### src/rtl/mx_mul_bf16_pipe.sv
// ============================================================================
// Module      : mx_mul_bf16_pipe
// Description : Two-stage per-lane MX block-float multiplier producing packed
//               BF16 products. Define MX_MUL_RNE_EN for round-to-nearest-even;
//               otherwise rounding is half-up.
// Revision    : 1.0 - initial release
// ============================================================================
`default_nettype none

module mx_mul_bf16_pipe #(
    parameter int MANT_WIDTH = 5,
    parameter int LANES      = 4,
    parameter int BIAS       = 127
) (
    input  logic                        clk,
    input  logic                        rst_n,
    input  logic                        in_valid,
    output logic                        in_ready,
    input  logic [LANES-1:0]            sign_a,
    input  logic [LANES-1:0]            sign_b,
    input  logic [LANES*MANT_WIDTH-1:0] mant_a,
    input  logic [LANES*MANT_WIDTH-1:0] mant_b,
    input  logic [7:0]                  exp_a,
    input  logic [7:0]                  exp_b,
    output logic                        out_valid,
    input  logic                        out_ready,
    output logic [LANES*16-1:0]         bf16_out,
    output logic [LANES-1:0]            lane_ovf,
    output logic [LANES-1:0]            lane_unf,
    output logic [15:0]                 ovf_count,
    input  logic                        clr_count
);

    localparam int c_SIG_W  = MANT_WIDTH + 1;
    localparam int c_PROD_W = 2 * c_SIG_W;
    localparam int c_FRAC_W = 2 * MANT_WIDTH + 1;
    localparam int c_EXT_W  = c_FRAC_W + 9;
`ifdef MX_MUL_RNE_EN
    localparam bit c_RNE = 1'b1;
`else
    localparam bit c_RNE = 1'b0;
`endif

    // Pipeline state
    logic                        r_s1_valid;
    logic [LANES*c_PROD_W-1:0]   r_prod;
    logic [LANES-1:0]            r_sign;
    logic signed [9:0]           r_exp;
    logic                        r_zero;
    logic                        r_s2_valid;
    logic [LANES*16-1:0]         r_out;
    logic [LANES-1:0]            r_ovf;
    logic [LANES-1:0]            r_unf;
    logic [15:0]                 r_ovf_count;

    logic                        w_s2_adv;
    logic                        w_s1_load;
    logic                        w_s2_load;
    logic [LANES*c_PROD_W-1:0]   w_prod_in;
    logic signed [9:0]           w_exp_sum;
    logic [LANES*16-1:0]         w_res_bus;
    logic [LANES-1:0]            w_ovf_bus;
    logic [LANES-1:0]            w_unf_bus;
    logic [16:0]                 w_ovf_pop;
    logic [16:0]                 w_ovf_sum;

    assign w_s2_adv  = !r_s2_valid || out_ready;
    assign in_ready  = !r_s1_valid || w_s2_adv;
    assign w_s1_load = in_valid && in_ready;
    assign w_s2_load = r_s1_valid && w_s2_adv;
    assign w_exp_sum = 10'(exp_a) + 10'(exp_b) - 10'(BIAS);

    generate
        for (genvar i = 0; i < LANES; i++) begin : g_lane
            logic [c_PROD_W-1:0] w_sa;
            logic [c_PROD_W-1:0] w_sb;
            logic [c_PROD_W-1:0] w_prod;
            logic [c_FRAC_W-1:0] w_frac;
            logic [c_EXT_W-1:0]  w_ext;
            logic signed [11:0]  w_exp_norm;
            logic signed [11:0]  w_exp_fin;
            logic [6:0]          w_mant;
            logic                w_guard;
            logic                w_sticky;
            logic                w_inc;
            logic [7:0]          w_mant_rnd;
            logic [15:0]         w_res;
            logic                w_ovf;
            logic                w_unf;

            assign w_sa = {{(c_PROD_W-c_SIG_W){1'b0}}, 1'b1, mant_a[i*MANT_WIDTH +: MANT_WIDTH]};
            assign w_sb = {{(c_PROD_W-c_SIG_W){1'b0}}, 1'b1, mant_b[i*MANT_WIDTH +: MANT_WIDTH]};
            assign w_prod_in[i*c_PROD_W +: c_PROD_W] = w_sa * w_sb;
            assign w_prod = r_prod[i*c_PROD_W +: c_PROD_W];

            always_comb begin
                // Left-align the fraction so the rounding taps sit at fixed positions
                if (w_prod[c_PROD_W-1]) begin
                    w_frac     = w_prod[c_FRAC_W-1:0];
                    w_exp_norm = {{2{r_exp[9]}}, r_exp} + 12'sd1;
                end else begin
                    w_frac     = {w_prod[c_FRAC_W-2:0], 1'b0};
                    w_exp_norm = {{2{r_exp[9]}}, r_exp};
                end
                w_ext      = {w_frac, 9'b0};
                w_mant     = w_ext[c_EXT_W-1 -: 7];
                w_guard    = w_ext[c_EXT_W-8];
                w_sticky   = |w_ext[c_EXT_W-9:0];
                w_inc      = c_RNE ? (w_guard & (w_sticky | w_mant[0])) : w_guard;
                w_mant_rnd = {1'b0, w_mant} + {7'b0, w_inc};
                w_exp_fin  = w_exp_norm + $signed({11'b0, w_mant_rnd[7]});

                w_res = {r_sign[i], 15'b0};
                w_ovf = 1'b0;
                w_unf = 1'b0;
                if (r_zero) begin
                    w_res = {r_sign[i], 15'b0};
                end else if (w_exp_fin <= 12'sd0) begin
                    w_unf = 1'b1;
                end else if (w_exp_fin >= 12'sd255) begin
                    w_res = {r_sign[i], 8'hFF, 7'b0};
                    w_ovf = 1'b1;
                end else begin
                    w_res = {r_sign[i], w_exp_fin[7:0], (w_mant_rnd[7] ? 7'b0 : w_mant_rnd[6:0])};
                end
            end

            assign w_res_bus[i*16 +: 16] = w_res;
            assign w_ovf_bus[i]          = w_ovf;
            assign w_unf_bus[i]          = w_unf;
        end
    endgenerate

    always_comb begin
        w_ovf_pop = '0;
        for (int k = 0; k < LANES; k++) begin
            w_ovf_pop = w_ovf_pop + 17'(r_ovf[k]);
        end
        w_ovf_sum = {1'b0, r_ovf_count} + w_ovf_pop;
    end

    always_ff @(posedge clk or negedge rst_n) begin
        if (!rst_n) begin
            r_s1_valid <= 1'b0;
            r_prod     <= '0;
            r_sign     <= '0;
            r_exp      <= '0;
            r_zero     <= 1'b0;
        end else begin
            if (in_ready) begin
                r_s1_valid <= in_valid;
            end
            if (w_s1_load) begin
                r_prod <= w_prod_in;
                r_sign <= sign_a ^ sign_b;
                r_exp  <= w_exp_sum;
                r_zero <= (exp_a == 8'd0) || (exp_b == 8'd0);
            end
        end
    end

    always_ff @(posedge clk or negedge rst_n) begin
        if (!rst_n) begin
            r_s2_valid <= 1'b0;
            r_out      <= '0;
            r_ovf      <= '0;
            r_unf      <= '0;
        end else begin
            if (w_s2_adv) begin
                r_s2_valid <= r_s1_valid;
            end
            if (w_s2_load) begin
                r_out <= w_res_bus;
                r_ovf <= w_ovf_bus;
                r_unf <= w_unf_bus;
            end
        end
    end

    // Clear wins over a same-cycle increment
    always_ff @(posedge clk or negedge rst_n) begin
        if (!rst_n) begin
            r_ovf_count <= '0;
        end else if (clr_count) begin
            r_ovf_count <= '0;
        end else if (r_s2_valid && out_ready) begin
            r_ovf_count <= w_ovf_sum[16] ? 16'hFFFF : w_ovf_sum[15:0];
        end
    end

    assign out_valid = r_s2_valid;
    assign bf16_out  = r_out;
    assign lane_ovf  = r_ovf;
    assign lane_unf  = r_unf;
    assign ovf_count = r_ovf_count;

endmodule

`default_nettype wire

### config.mk
export PLATFORM = sky130hd
export DESIGN_NAME = mx_mul_bf16_pipe
export DESIGN_NICKNAME = d
export VERILOG_FILES = /design/src/rtl/mx_mul_bf16_pipe.sv
export SDC_FILE = /design/constraint.sdc
export NUM_CORES = 1
export LEC_CHECK = 0
export CAP_MARGIN = 20
export CORE_ASPECT_RATIO = 1.1
export CORE_UTILIZATION = 50
export DETAILED_ROUTE_END_ITERATION = 6
export GPL_ROUTABILITY_DRIVEN = 1
export GPL_TIMING_DRIVEN = 0
export PLACE_DENSITY_LB_ADDON = 0.3
export REMOVE_ABC_BUFFERS = 1
export SYNTH_ARGS = -nofsm -noshare
export SYNTH_HDL_FRONTEND = slang
export SYNTH_SLANG_ARGS = --single-unit
### constraint.sdc
create_clock -name clk -period 14.96 [get_ports clk]
set_clock_uncertainty 0.05 [all_clocks]
set_input_delay 1.496 -clock clk [delete_from_list [all_inputs] [get_ports clk]]
set_output_delay 1.496 -clock clk [all_outputs]
set_load 0.05 [all_outputs]
After elaboration in Yosys (flattened, before gate mapping)
Index checks and enable logic that the tools add are counted.

cells by class
  multiply operators = 4
  reduce and logical (&&, ||, !) cells = 11
  muxes and demuxes = 47
  order comparisons = 8
  bitwise gates (word level) = 1
  $add $sub $neg = 15

operators with widths
  cell                                                             count
  two-way mux 15 bit                                               12
  adder 12 x 2 -> 12 bit                                           4
  >= comparator 12 x 9 -> 1 bit, second input constant             4
  less-or-equal comparator 12 x 1 -> 1 bit, second input constant  4
  multiplier 6 x 6 -> 12 bit                                       4
  two-way mux 12 bit                                               4
  two-way mux 16 bit                                               3
  two-way mux 11 bit                                               4
  adder 7 x 1 -> 8 bit                                             4
  two-way mux 7 bit                                                4
  two-way mux 1 bit                                                20
  adder 16 x 4 -> 17 bit                                           1
  zero test 8 bit                                                  2
  adder 10 x 2 -> 11 bit, second input constant                    1
  subtractor 9 x 7 -> 10 bit, second input constant                1
  adder 8 x 8 -> 9 bit                                             1
  adder 3 x 1 -> 4 bit                                             1
  bitwise XOR 4 bit                                                1
  adder 2 x 1 -> 3 bit                                             1
  logical AND 1 bit                                                3
  logical OR 1 bit                                                 3
  adder 1 x 1 -> 2 bit                                             1
  zero test 1 bit                                                  2
  nonzero test 2 bit                                               1

storage, ports and cells
  output and inout port bits = 90
  input port bits = 69
  register bits = 153
  word-level logic and storage cells = 96

Logic depth before layout (Yosys ltp)
Gate-level depths: netlist (run 1).

  depth in word-level cells = 7
  depth in mapped cells = 20

Worst setup path after synthesis (run 1)
OpenSTA, ideal clock, no wires.

  path type = register -> register
  start point = reg r_prod[35]
  end point = reg r_out[32], in the netlist bf16_out[32]
  slack = 10.092 ns
  stages on the path, launching flop included = 21
  data arrival time = 4.697 ns
  required time = 14.788 ns
  library setup time = 0.122 ns
  period minus slack after synthesis = 4.868 ns
  buffers on the path = 4
  path through = dfrtp_1 buf_2 buf_1 clkbuf_1 mux2_2 ha_1 nand2_1 nor4b_1 nand3_1 inv_1 ha_1 ha_1 nand2_1 o21a_1 nor3_1 a21oi_1 xnor2_1 or4_4 and3b_1 buf_2 a32o_1

between the ends
  word-level cells in the longest chain between the ends = 7
  elaborated cells on any way between the ends = 10
  classes of those cells = 2 x add/sub; 2 x order compare; 6 x mux

RTL lines
  item                           RTL line  source
  from (decl)                    46        logic [LANES*c_PROD_W-1:0] r_prod;
  from (signal assigned)         154       r_prod <= w_prod_in;
  two-way mux 11 bit             98        if (w_prod[c_PROD_W-1]) begin
  adder 7 x 1 -> 8 bit           110       w_mant_rnd = {1'b0, w_mant} + {7'b0, w_inc};
  adder 12 x 2 -> 12 bit         111       w_exp_fin = w_exp_norm + $signed({11'b0, w_mant_rnd[7]});
  >= comparator 12 x 9 -> 1 bit  120       end else if (w_exp_fin >= 12'sd255) begin
  two-way mux 15 bit             120
  two-way mux 15 bit (*)         118       end else if (w_exp_fin <= 12'sd0) begin
  two-way mux 15 bit (*)         116       if (r_zero) begin
  to (signal assigned)           173       r_out <= w_res_bus;
  to (decl)                      51        logic [LANES*16-1:0] r_out;

Mark *: on every way between the ends. The rest lies on a longest branch, timed or not.
A chain may end at the register's enable or synchronous reset.

Final worst setup path (run 1)
  start point = reg r_prod[23]
  end point = reg r_out[22], in the netlist bf16_out[22]

The elaborated chain is that of the path after synthesis.

==> impl_metrics.csv, run 1 <==
group,metric,value,unit
global_routing,grt_pass1_wl,49.0,mm
run_status,status,"finished clean",
synth,yosysMostFrequentCell,"nand2_1",
floorplan,fp.dieH,172,um
power,ir_drop,0.0970,mV
power,p_int,1.35,mW
floorplan,die_x,157,um
synth,yosysTopAreaCellShare,0.275,
place,place.gp.congestion,0.930,
timing,fin_hold_ws,430,ps
place,port_buffers,158,
global_routing,groute.usage.overall,0.224,
worst_setup_path,crit_chain,"mux2_2 > ha_1 > nand2_1 > nor4b_1 > o211a_1 > ha_1 > inv_1 > o32ai_1 > and3_1 > and3_1 > a21oi_1 > nand3b_1 > nor4_2 > a32o_1",
worst_setup_path,critPathArrivalTime,5790,ps
timing,fin_crit_sh,0.366,
finish,drive_gt1_frac,0.0539,
place,post_dp_cell_area,0.0150,sq mm
worst_setup_path,cpMaxStageDelayCell,"dfrtp_1",
min_path,whs_path_depth,2,
clock_network,cts_root_buffer,"clkbuf_16",
worst_setup_path,cp-start-kind,"register",
timing,relSlewSlack,0.286,
timing,final.min_clock_period,5480,ps
clock_network,post_cts_resized,0,
finish,nets,1811,
drt,avgRoutedWirePerCell,15.3,um
synth,synth-edff-count,0,
synth,yosysTopAreaCell,"dfrtp_1",
finish,finalInstanceArea,0.0156,sq mm
place,hpwlAfterDp,22.4,mm
drt,drc_errors,0,
finish,fill_cells,2197,
drt,ant_nets,0,
clock_network,cts_hold_buf,0,
synth,synthTopCellsByArea,"dfrtp_1 (28%), fa_1 (11%), ha_1 (10%), xnor2_1 (5.8%), nand2_1 (4.5%)",
floorplan,coreArea,0.0256,sq mm
power,power.switching,1.09,mW
clock_network,cts_tree,"done",
synth,synth_common_cells,"nand2_1 (159), dfrtp_1 (145), inv_1 (110)",
synth,ys_async_sr_fraction,1.00,
power,switching_share,0.446,
timing,slew_violations,0,
drt,firstDrtPassIters,5,
worst_setup_path,max_stage_delay,1010,ps
floorplan,initial_core_util,0.516,
worst_setup_path,reg2regPathDepth,14,
drt,vias,10700,
clock_network,clk_pin_slew,60,ps
floorplan,rows,61,
synth,ys_ff_latch,145,
synth,avgSynthCellArea,9.04,sq um
power,finalPower,2.44,mW
worst_setup_path,crit_fanout,30,
worst_setup_path,crit_required,15270,ps
synth,synthFlopType,"dfrtp_1",
synth,ys_seq_area_frac,0.275,
finish,diodes,0,
synth,yosysWarnings,0,
worst_setup_path,end_kind,"register",
timing,grt_setup_unrepaired,"no",
power,p_clk_frac,0.196,
clock_network,cts.path.max_buffers,2,
synth,syn_inst,1458,
clock_network,htree_num_levels,4,
synth,syn_area,0.0132,sq mm
worst_setup_path,path_class,"reg -> reg",
timing,tightest_slew,1070,ps
timing,fmax,0.183,GHz
power,leakage,6.90,nW
power,power_density,156,mW/mm^2
clock_network,cts_buffers,17,
power,p_comb_frac,0.515,
floorplan,io_pins,159,
clock_network,cts_sinks,145,
drt,routed_wl,29.3,mm
min_path,hold_path.class,"reg -> reg",
timing,setup_viol,0,
run,maxCapViolCount,0,
global_routing,grt_pass1_vias,10400,
clock_network,post_cts_buffers,0,
global_routing,overflow,0,
global_routing,grt_max_degree,97,
synth,synth_cell_types,76,
timing,hold_viol,0,
drt,drtIter0Drc,519,
global_routing,antenna_found_initial,0,
finish,syn2layout_area_growth,18.5,%
clock_network,insertion_delay,420,ps
power,p_seq_frac,0.289,
timing,fin_tns_setup,0,ps
drt,viasPerCell,5.58,
floorplan,die_area,0.0270,sq mm
-- critical path, delay by kind of cell, from the launching register on --
kind / cells / cell delay [ps]
compound gates: 4 / 1460
flops: 1 / 1010
mux: 1 / 310
simple gates: 6 / 2070
buf+inv: 1 / 50
fa+ha+maj: 2 / 450
-- per-layer routing --
layer | vias up | track usage | routed length, um
li1 | 5299 | - | -
met1 | 5151 | 0.286 | 13200
met2 | 244 | 0.389 | 14200
met3 | 41 | 0.0321 | 1350
met4 | 0 | 0.0737 | 581
met5 | - | 0 | 0
-- final timing paths --
path | startpoint | to | slack (ps)
max | r_prod[23] | bf16_out[22] | 9480
min | lane_unf[1] | lane_unf[1] | 430
max reg2reg | r_prod[23] | bf16_out[22] | 9480
min reg2reg | lane_unf[1] | lane_unf[1] | 430
max in group asynchronous | rst_n | r_exp[3] | 13060
min in group asynchronous | rst_n | ovf_count[12] | 1000
-- power by group through the flow --
stage | clock network (mW) | logic, mW | registers, mW
floorplan | 0 | 0.662 | 0.918
global placement | 0 | 1.23 | 0.704
detailed placement | 0 | 1.26 | 0.708
CTS | 0.486 | 1.27 | 0.703
global route | 0.502 | 1.38 | 0.725
finish | 0.477 | 1.25 | 0.704
-- cells by family (layout without fill, tap and decap cells) --
group                    Yosys count  count (layout)  synth area share
flip-flops                       145             145             0.275
XOR/XNOR                         118             118            0.0784
adder cells (fa/ha/maj)          177             177             0.209
AO/OA/AOI/OAI                    338             338             0.174
buffers and inverters            183             302            0.0541
AND/OR/NAND/NOR                  457             457             0.176
multiplexers                      40              40            0.0331
-- state kept, by name, indices dropped and copies added (netlist names) --
name        count
bf16_out       64
r_s1_valid      1
lane_ovf        4
r_sign          4
r_prod         40
ovf_count      16
r_zero          1
out_valid       1
lane_unf        4
r_exp          10
-- layout make-up --
| class | count | area (sq um) | share of cell area |
|---|---|---|---|
| multi-input combinational | 1130 | 8850 | 0.566 |
| sequential | 145 | 3630 | 0.232 |
| timing repair buffer | 161 | 1640 | 0.105 |
| clock buffer | 20 | 457 | 0.0292 |
| tap | 346 | 433 | 0.0277 |
| inverter | 110 | 413 | 0.0264 |
| clock inverter | 11 | 201 | 0.0129 |
-- stage by stage --
stage | std cells | utilization | worst slack (ps)
2_1_floorplan | 1385 | - | 10050
5_1_grt | 1923 | 0.611 | 9130
4_1_cts | 1922 | 0.611 | 9570
3_3_place_gp | 1889 | 0.583 | 6590
3_5_place_dp | 1891 | 0.585 | 9270
6_report | 1923 | 0.611 | 9480
-- cells in the final DEF, fill, tap and decap left out, types with 31 or more instances in the layout --
cell type	synthesis	layout
a21oi_1	70	70
a22o_1	38	38
and2_1	60	60
clkdlybuf4s50_1	0	157
dfrtp_1	145	145
fa_1	72	72
ha_1	105	105
inv_1	110	110
nand2_1	159	157
nand3_1	39	39
nor2_1	74	74
o21ai_0	83	83
xnor2_1	87	87
xor2_1	31	31
No activity file was read; power rests on OpenSTA's default activity.
==> inputs of run 2 (changes only) <==
clock period = 5.15 ns   (was 14.96 ns; I/O delays follow)
==> impl_metrics.csv, run 2 (synthesized netlist as in run 1, its figures left out) <==
group,metric,value,unit
min_path,hold_path.class,"in -> async",
global_routing,grt_pass1_wl,49.0,mm
timing,fmax,0.207,GHz
clock_network,cts_root_buffer,"clkbuf_16",
run,maxCapViolCount,0,
floorplan,rows,61,
power,leakage,6.90,nW
timing,tightest_slew,932,ps
timing,fin_tns_setup,0,ps
timing,setup_viol,0,
finish,syn2layout_area_growth,18.8,%
clock_network,cts_sinks,145,
global_routing,overflow,0,
finish,final_cell_mix,"nand2_1 (157), clkdlybuf4s50_1 (157), dfrtp_1 (142), inv_1 (110), ha_1 (105)",
worst_setup_path,cp-start-kind,"register",
clock_network,post_cts_buffers,0,
timing,slew_violations,0,
clock_network,insertion_delay,430,ps
clock_network,cts_tree,"done",
run_status,status,"finished clean",
floorplan,fp.dieH,172,um
place,place.gp.congestion,0.930,
timing,fin_hold_ws,18.8,ps
finish,largest_register_ff_count,64,
worst_setup_path,crit_required,5410,ps
global_routing,antenna_found_initial,0,
clock_network,cts_hold_buf,0,
power,finalPower,7.09,mW
clock_network,cts.path.max_buffers,2,
drt,routed_wl,29.5,mm
place,dpl.cell_count,1891,
finish,nets,1811,
global_routing,grt_max_degree,97,
worst_setup_path,crit_fanout,30,
clock_network,cts_buffers,17,
power,p_seq_frac,0.289,
finish,diodes,0,
drt,firstDrtPassIters,5,
power,p_comb_frac,0.515,
floorplan,coreArea,0.0256,sq mm
power,switching_share,0.446,
clock_network,clk_pin_slew,60,ps
floorplan,initial_core_util,0.516,
power,p_clk_frac,0.195,
worst_setup_path,critPathArrivalTime,5100,ps
floorplan,die_area,0.0270,sq mm
power,power.switching,3.17,mW
timing,fin_crit_sh,0.939,
timing,relSlewSlack,0.379,
power,p_int,3.92,mW
timing,final.min_clock_period,4830,ps
drt,viasPerCell,5.59,
clock_network,htree_num_levels,4,
global_routing,grt_pass1_vias,10400,
timing,hold_viol,0,
global_routing,groute.usage.overall,0.224,
place,hpwlAfterDp,22.4,mm
drt,ant_nets,0,
drt,avgRoutedWirePerCell,15.3,um
finish,fin_cells,1923,
drt,drtIter0Drc,518,
finish,drive_gt1_frac,0.0571,
worst_setup_path,end_kind,"register",
worst_setup_path,path_class,"reg -> reg",
place,port_buffers,158,
floorplan,io_pins,159,
power,power_density,453,mW/mm^2
power,ir_drop,0.279,mV
drt,drc_errors,0,
drt,vias,10700,
floorplan,die_x,157,um
## run 2: final timing paths
path,cells after the start,slack [ps],endpoint,startpoint
worst min register to register,2,430,bf16_out[13],bf16_out[13]
worst max register to register,14,320,bf16_out[25],r_prod[23]
worst min-delay path,1,20,ovf_count[12],rst_n
min in group clk,2,430,bf16_out[13],bf16_out[13]
max in group asynchronous,2,4200,r_prod[23],rst_n
worst max-delay path,14,320,bf16_out[25],r_prod[23]
## run 2: layout make-up
type / instances / area, sq um
fillers: 2188 / 9910
multi-input cells: 1130 / 8870
flip-flops and latches: 145 / 3640
repair buffers: 161 / 1640
clock buffers: 20 / 457
well taps: 346 / 433
inverters: 110 / 413
clock inverters: 11 / 201
## run 2: timing repair
item | in CTS | in global routing
resized for setup | 2 | 6
setup endpoints to repair | 29 | 43
cloned | 0 | 0
## run 2: through the flow
stage               setup slack (ps)   util  area [sq um]
CTS                             81.1  0.611         15600
global route                   -21.2  0.612         15700
global placement               -2240  0.583         14900
detailed placement              -206  0.585         15000
floorplan                        624      -         12900
finish                           316  0.612         15700
## run 2: power groups by stage
stage	Sequential [mW]	Combinational (mW)	Clock, mW
2_1_floorplan	2.67	1.92	0
6_report	2.05	3.65	1.39
3_5_place_dp	2.06	3.65	0
4_1_cts	2.04	3.68	1.41
3_3_place_gp	2.05	3.57	0
5_1_grt	2.11	4.03	1.46
## run 2: critical path: stages (launching register included)
cell,delay [ps]
dfrtp_4,630
mux2_2,280
ha_1,210
nand2_1,70
nor4b_1,480
o211a_1,410
ha_1,260
inv_1,60
o32ai_2,450
and3_1,370
nor2_1,80
a2bb2oi_1,140
a2111oi_2,640
a211oi_2,320
a22o_1,260
## run 2: routing by layer
layer	part of all wire	track usage	routed length, um	up-vias
li1	-	-	-	5301
met1	0.45	0.286	13300	5151
met2	0.49	0.389	14300	250
met3	0.045	0.0321	1320	44
met4	0.020	0.0737	602	0
met5	0	0	0	-
